**src/rtl/alu_result_buffer.sv**
```systemverilog
// Result/flag FIFO behind the 6-bit ALU: show-ahead storage, sticky status
// accumulation and a per-push check that the ALU flags agree with R.
module alu_result_buffer #(
    parameter int DATA_W = 6,
    parameter int DEPTH  = 4,
    parameter int PTR_W  = 2
) (
    input  logic              clk,
    input  logic              rst_n,
    input  logic              in_valid,
    output logic              in_ready,
    input  logic [DATA_W-1:0] in_r,
    input  logic              in_gt_zero,
    input  logic              in_sf,
    input  logic              in_cf,
    input  logic              in_zf,
    output logic              out_valid,
    input  logic              out_ready,
    output logic [DATA_W-1:0] out_r,
    output logic [3:0]        out_flags,
    output logic [PTR_W:0]    count,
    output logic [3:0]        sticky_flags,
    input  logic              sticky_clr,
    output logic              flag_err,
    output logic [7:0]        res_cnt
);

    localparam logic [PTR_W:0] FULL_CNT = (PTR_W+1)'(DEPTH);

    logic [DATA_W-1:0] mem_r     [DEPTH];
    logic [3:0]        mem_flags [DEPTH];
    logic [PTR_W-1:0]  wr_ptr;
    logic [PTR_W-1:0]  rd_ptr;
    logic [3:0]        in_flags;
    logic              push;
    logic              pop;
    logic              bad;

    function automatic logic flags_bad(input logic [DATA_W-1:0] r,
                                       input logic gt, input logic sf,
                                       input logic zf);
        logic zf_exp;
        logic gt_exp;
        zf_exp = (r == '0);
        gt_exp = !sf && !zf;
        return (zf != zf_exp) || (sf != r[DATA_W-1]) || (gt != gt_exp);
    endfunction

    assign in_flags  = {in_gt_zero, in_sf, in_cf, in_zf};
    assign in_ready  = (count != FULL_CNT);
    assign out_valid = (count != '0);
    assign push      = in_valid && in_ready;
    assign pop       = out_valid && out_ready;
    assign bad       = flags_bad(in_r, in_gt_zero, in_sf, in_zf);

    // Gate the head so unwritten storage is never visible while empty
    assign out_r     = out_valid ? mem_r[rd_ptr]     : '0;
    assign out_flags = out_valid ? mem_flags[rd_ptr] : '0;

    // Data storage carries no reset; control below decides what is visible
    always_ff @(posedge clk) begin
        if (push) begin
            mem_r[wr_ptr]     <= in_r;
            mem_flags[wr_ptr] <= in_flags;
        end
    end

    always_ff @(posedge clk or negedge rst_n) begin
        if (!rst_n) begin
            wr_ptr       <= '0;
            rd_ptr       <= '0;
            count        <= '0;
            sticky_flags <= '0;
            flag_err     <= 1'b0;
            res_cnt      <= '0;
        end else begin
            if (push) begin
                wr_ptr  <= wr_ptr + 1'b1;
                res_cnt <= res_cnt + 8'd1;
            end
            if (pop) begin
                rd_ptr <= rd_ptr + 1'b1;
            end
            case ({push, pop})
                2'b10:   count <= count + 1'b1;
                2'b01:   count <= count - 1'b1;
                default: count <= count;
            endcase
            // Clear is applied before this cycle's push contribution
            if (sticky_clr) begin
                sticky_flags <= push ? in_flags : 4'b0000;
                flag_err     <= push && bad;
            end else if (push) begin
                sticky_flags <= sticky_flags | in_flags;
                if (bad) begin
                    flag_err <= 1'b1;
                end
            end
        end
    end

endmodule

```
**config.mk**
```make
export PLATFORM = sky130hd
export DESIGN_NAME = alu_result_buffer
export DESIGN_NICKNAME = d
export VERILOG_FILES = /design/src/rtl/alu_result_buffer.sv
export SDC_FILE = /design/constraint.sdc
export NUM_CORES = 1
export LEC_CHECK = 0
export ABC_AREA = 1
export BUFFER_PORTS_ARGS = -buffer_cell sky130_fd_sc_hd__buf_4
export CORE_MARGIN = 4
export CORE_UTILIZATION = 60
export DETAILED_ROUTE_END_ITERATION = 16
export PLACE_DENSITY = 0.85
export SLEW_MARGIN = 25
export SYNTH_ARGS = -nofsm -noshare
export SYNTH_HDL_FRONTEND = slang
export SYNTH_SLANG_ARGS = --single-unit
```
**constraint.sdc**
```tcl
create_clock -name clk -period 4.7 [get_ports clk]
set_input_delay 0.94 -clock clk [delete_from_list [all_inputs] [get_ports clk]]
set_output_delay 0.94 -clock clk [all_outputs]
set_load 0.01 [all_outputs]
```
==> flow_metrics.py, run 1 <==
metrics = {
    "layout": {
        "final_area_um2": 3100,
        "final_util": 0.759,
        "fin_nets": 307,
        "diodes": 0,
        "drive_above_1_share": 0.214,
        "fin_cells": 340,
        "syn_to_final_growth_pct": 19.5,
    },
    "synthesis": {
        "synth.ff_latch_count": 60,
        "yosysTopAreaCellShare": 0.462,
        "synth_cells": 240,
        "syn_area_per_cell_um2": 10.8,
        "post-synth-top-area-cell": "edfxtp_1",
        "ys_warn_count": 0,
        "ys.flop_type": "edfxtp_1",
        "synthMostInstantiatedCell": "nor2_1",
        "ys_seq_area_frac": 0.655,
        "syn-num-nets": 262,
        "synth_edf_count": 40,
        "ys_types": 24,
        "async_flop_share": 0.333,
        "netlist_top_cells_area": "edfxtp_1 46%, dfrtp_1 19%, nor2_1 7.2%",
        "synth_area_um2": 2600,
        "synth_commonest_cells": "50 x nor2_1, 40 x edfxtp_1, 29 x nand2_1",
    },
    "placement": {
        "io_buffers": 42,
        "dp_slack_ns": 1.96,
        "gp_congestion": 0.743,
        "place_inst": 324,
        "dp_hpwl_mm": 3.59,
        "place_area_um2": 2940,
    },
    "sta": {
        "hold_viol": 0,
        "layout_setup_ws_ns": 1.58,
        "fmaxAchievable_ghz": 0.321,
        "fin_crit_ns": 3.12,
        "holdWs_ns": 0.478,
        "setup_viol": 0,
        "slew_violations": 0,
        "setup_tns_ns": 0,
        "skew_ns": 0.00670,
        "maxSlewHeadroom": 0.342,
        "finalCritPeriodShare": 0.663,
        "rsz0062_at_grt": "no",
        "worst_pin_slew_ns": 0.984,
    },
    "routing": {
        "drt_iter0_drc": 121,
        "dr.pass1.iters": 4,
        "ant_nets": 0,
        "totalWireLength_mm": 5.19,
        "dr_total_vias": 1829,
        "drcViolationCount": 0,
        "wl_per_cell_um": 15.3,
        "vias_per_cell": 5.38,
    },
    "worst_setup_path": {
        "required_ns": 3.76,
        "crit_fanout": 23,
        "cp_num_buf_inv": 2,
        "worst_setup_path_end_kind": "output port",
        "crit_path_max_incr_delay_ns": 0.79,
        "criticalPathCategory": "reg -> out",
        "start_kind": "register",
        "path_cells": "inv_1 -> o21ai_0 -> a21oi_1 -> buf_4",
        "cp_top_family": "flip-flops",
        "cp_slowest_cell": "dfrtp_1",
        "cp.arrival_ns": 2.18,
    },
    "floorplan": {
        "fp.dieW_um": 73.8,
        "rows": 23,
        "dieArea_um2": 5450,
        "coreArea_um2": 4090,
        "top_level_ports": 43,
        "dieHeight_um": 73.8,
        "start_util": 0.636,
    },
    "global_route": {
        "grt_pass1_wl_mm": 8.74,
        "grt_start_max_net_pins": 24,
        "grt_pass1_vias": 1946,
        "track_usage": 0.223,
        "overflow": 0,
        "antenna_found_initial": 0,
    },
    "clock_tree": {
        "clk_latency_ns": 0.33,
        "tritoncts": "done",
        "cts_max_path_buffers": 2,
        "clock-sinks": 60,
        "root_buffer": "clkbuf_8",
        "path_clk_slew_ns": 0.06,
        "cts.repair.resized": 0,
        "h-tree-depth": 3,
        "post_cts_buffers": 0,
        "cts_hold_buf": 0,
        "numCtsBuffers": 9,
    },
    "pwr": {
        "p_total_mw": 1.98,
        "p_per_area_nw_per_um2": 637,
        "p_leak_nw": 1.33,
        "peakVddDrop_v": 0.000476,
    },
    "job": {
        "maxCapViolations": 0,
    },
    "worst_hold_path": {
        "min_path_type": "in -> async",
    },
    "run_status": {
        "outcome": "completed",
    },
}
-- final timing paths --
check	startpoint	to	slack (ns)	cells after the start
setup / recovery	rd_ptr[0]$_DFFE_PN0P_	out_flags[0]	1.58	4
hold / removal	rst_n	wr_ptr[1]$_DFFE_PN0P_	0.48	1
setup reg to reg	count[1]$_DFFE_PN0P_	count[1]$_DFFE_PN0P_	2.32	6
hold reg to reg	sticky_flags[0]$_DFFE_PN0P_	sticky_flags[0]$_DFFE_PN0P_	0.50	2
max in group asynchronous	rst_n	sticky_flags[2]$_DFFE_PN0P_	4.01	1
min in group clk	sticky_flags[0]$_DFFE_PN0P_	sticky_flags[0]$_DFFE_PN0P_	0.50	2
-- layer usage --
layer  up-vias  share of wire  track usage
li1        887              -            -
met1       859           0.38        0.250
met2        67           0.52        0.382
met3        16          0.070       0.0698
met4         0          0.025        0.111
met5         -              0            0
-- report_power, final --
part           total (mW)  internal (mW)  switching (mW)
sequential          0.835          0.711           0.124
combinational       0.760          0.330           0.430
clock               0.383          0.202           0.180
total                1.98           1.24           0.734
-- area by class of cell --
type	count	area, µm²
clock buffer	13	149
timing repair buffer	42	315
clock inverter	3	13.8
sequential	60	1700
multi-input combinational	149	774
fill	281	983
inverter	23	86.3
tap	50	62.6
-- layout by cell type, fill, tap and decap left out, drive strengths merged, types with 5 or more instances in the layout --
cell	netlist	layout
clkbuf	4	13
nor2	52	52
o21ai	27	27
xor2	7	7
ha	6	6
nand2	30	30
dfrtp	20	20
buf	4	42
inv	23	23
edfxtp	40	40
a21oi	11	11
nand3	5	5
-- state kept, by name, summed over array words and instances (netlist names) --
signal and cells:
mem_r 24, mem_flags 16, res_cnt 8, sticky_flags 4
count 3, rd_ptr 2, wr_ptr 2, flag_err 1
-- cell families after synthesis --
| logic type | count (synthesis) | synth area share |
|---|---|---|
| AO/OA/AOI/OAI | 40 | 0.0800 |
| XOR/XNOR | 10 | 0.0337 |
| adder cells (fa/ha/maj) | 7 | 0.0366 |
| buffers and inverters | 31 | 0.0477 |
| flip-flops | 60 | 0.655 |
| AND/OR/NAND/NOR | 92 | 0.147 |
(Power assumes the default switching activity.)
==> run 2: changes to the inputs <==
--- a/config.mk
+++ b/config.mk
@@ -5,12 +5,12 @@
 export SDC_FILE = /design/constraint.sdc
 export NUM_CORES = 1
 export LEC_CHECK = 0
-export ABC_AREA = 1
+export ABC_AREA = 0
 export BUFFER_PORTS_ARGS = -buffer_cell sky130_fd_sc_hd__buf_4
 export CORE_MARGIN = 4
-export CORE_UTILIZATION = 60
+export CORE_UTILIZATION = 55
 export DETAILED_ROUTE_END_ITERATION = 16
-export PLACE_DENSITY = 0.85
+export PLACE_DENSITY = 0.79
 export SLEW_MARGIN = 25
 export SYNTH_ARGS = -nofsm -noshare
 export SYNTH_HDL_FRONTEND = slang
==> constraint.sdc (replaced) <==
create_clock -name clk -period 3.05 [get_ports clk]
set_input_delay 0.61 -clock clk [delete_from_list [all_inputs] [get_ports clk]]
set_output_delay 0.61 -clock clk [all_outputs]
set_load 0.01 [all_outputs]
==> flow_metrics.py, run 2 <==
metrics = {
    "global_route": {
        "grt_start_max_net_pins": 21,
        "track_usage": 0.182,
        "grt_pass1_vias": 1454,
        "overflow": 0,
        "grt_pass1_wl_mm": 7.36,
        "antenna_found_initial": 0,
    },
    "sta": {
        "worst_pin_slew_ns": 0.657,
        "layout_setup_ws_ns": 0.455,
        "slew_violations": 0,
        "fmaxAchievable_ghz": 0.385,
        "fin_crit_ns": 2.60,
        "finalCritPeriodShare": 0.851,
        "skew_ns": 0.00730,
        "rsz0062_at_grt": "no",
        "hold_viol": 0,
        "maxSlewHeadroom": 0.562,
        "setup_viol": 0,
        "setup_tns_ns": 0,
    },
    "layout": {
        "drive_above_1_share": 0.376,
        "largest_register": "mem_r",
        "diodes": 0,
        "fin_nets": 222,
        "final_common_cell": "buf_4",
        "largest_reg_flops": 24,
        "final_area_um2": 3050,
        "final_cell_mix": "43 x buf_4, 40 x edfxtp_1, 20 x dfrtp_1",
        "syn_to_final_growth_pct": 21.8,
        "reg_top3": "mem_r x24, mem_flags x16, res_cnt x8",
    },
    "routing": {
        "totalWireLength_mm": 4.79,
        "drcViolationCount": 0,
        "ant_nets": 0,
        "wl_per_cell_um": 18.6,
        "dr_total_vias": 1419,
        "drt_iter0_drc": 78,
        "dr.pass1.iters": 5,
        "vias_per_cell": 5.52,
    },
    "placement": {
        "place_area_um2": 2860,
        "io_buffers": 42,
        "gp_congestion": 0.702,
        "dp_hpwl_mm": 3.27,
        "dp_slack_ns": 0.666,
    },
    "worst_setup_path": {
        "r2r-end": "count[2]$_DFFE_PN0P_",
        "path_cells": "mux4_2 -> and2_1 -> buf_4",
        "cp_slowest_cell": "dfrtp_1",
        "criticalPathCategory": "reg -> out",
        "worst_setup_path_end_kind": "output port",
        "crit_path_max_incr_delay_ns": 0.77,
        "cp.arrival_ns": 1.99,
        "regToRegStartpoint": "count[0]$_DFFE_PN0P_",
        "start_kind": "register",
        "required_ns": 2.44,
        "ff2ff_setup_slack_ns": 0.63,
        "reg2reg_depth": 9,
        "crit_fanout": 11,
    },
    "floorplan": {
        "start_util": 0.571,
        "rows": 24,
        "top_level_ports": 43,
        "dieArea_um2": 5700,
        "dieHeight_um": 75.5,
        "coreArea_um2": 4380,
        "fp.dieW_um": 75.5,
    },
    "synthesis": {
        "yosysTopAreaCellShare": 0.480,
        "syn_area_per_cell_um2": 16.6,
        "synth_area_um2": 2500,
        "synthMostInstantiatedCell": "edfxtp_1",
        "ys_warn_count": 0,
        "syn-num-nets": 173,
        "netlist_top_cells_area": "edfxtp_1 48%, dfrtp_1 20%, mux4_2 9.0%",
        "ys_seq_area_frac": 0.679,
        "synth.ff_latch_count": 60,
        "synth_commonest_cells": "40 x edfxtp_1, 20 x dfrtp_1, 11 x and2_1",
        "post-synth-top-area-cell": "edfxtp_1",
        "synth_cells": 151,
        "ys.flop_type": "edfxtp_1",
        "synth_edf_count": 40,
        "ys_types": 27,
        "async_flop_share": 0.333,
    },
    "clock_tree": {
        "clk_latency_ns": 0.32,
        "numCtsBuffers": 9,
        "path_clk_slew_ns": 0.07,
        "tritoncts": "done",
        "cts_hold_buf": 0,
        "h-tree-depth": 3,
        "clock-sinks": 60,
        "post_cts_buffers": 0,
        "cts.repair.resized": 0,
        "root_buffer": "clkbuf_8",
        "cts_max_path_buffers": 2,
    },
    "pwr": {
        "p_per_area_nw_per_um2": 993,
        "pwr-share-clk": 0.230,
        "p_int_mw": 2.07,
        "switching_share": 0.316,
        "seqPwrFrac": 0.424,
        "p_sw_uw": 958,
        "peakVddDrop_v": 0.000597,
        "p_leak_nw": 1.25,
        "p_comb_frac": 0.346,
    },
    "job": {
        "maxCapViolations": 0,
    },
    "worst_hold_path": {
        "min_path_type": "in -> async",
    },
    "run_status": {
        "outcome": "completed",
    },
}
run 2: routing by layer:
metal  GRT usage  vias to the layer above  part of all wire  wire (µm)
met1       0.249                      701              0.42       1990
li1            -                      654                 -          -
met5           0                        -                 0          0
met3      0.0396                        9             0.064        306
met4      0.0816                        0             0.018         86
met2       0.282                       55              0.50       2400
run 2: cell families after synthesis:
logic type               Yosys count  synth area share
buffers and inverters             12            0.0245
AO/OA/AOI/OAI                      6            0.0220
XOR/XNOR                          15            0.0524
multiplexers                      11            0.0939
adder cells (fa/ha/maj)            7            0.0380
flip-flops                        60             0.679
AND/OR/NAND/NOR                   40            0.0899
run 2: worst max path at each step:
stage / startpoint / endpoint / slack (ns) / depth (start not counted)
2_1_floorplan: count[0]$_DFFE_PN0P_ / count[2]$_DFFE_PN0P_ / 0.82 / 10
3_3_place_gp: count[1]$_DFFE_PN0P_ / count[2]$_DFFE_PN0P_ / 0.76 / 9
3_5_place_dp: count[0]$_DFFE_PN0P_ / count[2]$_DFFE_PN0P_ / 0.67 / 9
4_1_cts: rd_ptr[0]$_DFFE_PN0P_ / out_flags[1] / 0.41 / 3
5_1_grt: rd_ptr[0]$_DFFE_PN0P_ / out_flags[1] / 0.31 / 3
6_report: rd_ptr[0]$_DFFE_PN0P_ / out_flags[1] / 0.45 / 3
run 2: final cells by class:
cell class                 instances  area [µm²]
clock buffer                      12         145
clock inverter                     4        48.8
fill                             297        1330
inverter                           7        26.3
multi-input combinational         79         742
sequential                        60        1700
tap                               52        65.1
timing repair buffer              43         323
run 2: worst max-delay path, delay by kind of cell, from the launching register on:
family,cells,cell delay (ns)
and+or+nand+nor,1,0.17
DFF,1,0.77
muxes,1,0.59
buffers and inverters,1,0.14
run 2: per-stage QoR:
stage | hold WS, ns | power [mW] | util | std cells
6_report | 0.152 | 3.03 | 0.696 | 257
5_1_grt | 0.162 | 3.21 | 0.696 | 257
4_1_cts | 0.155 | 3.06 | 0.696 | 257
3_5_place_dp | 0.485 | 2.37 | 0.652 | 241
3_3_place_gp | 0.459 | 2.31 | 0.652 | 241
2_1_floorplan | 0.314 | 1.90 | - | 151
run 2: power by group through the flow:
stage	Combinational [mW]	Clock [mW]	Sequential (mW)
2_1_floorplan	0.658	0	1.24
3_3_place_gp	1.02	0	1.29
3_5_place_dp	1.06	0	1.30
4_1_cts	1.07	0.707	1.29
5_1_grt	1.14	0.742	1.32
6_report	1.05	0.696	1.28
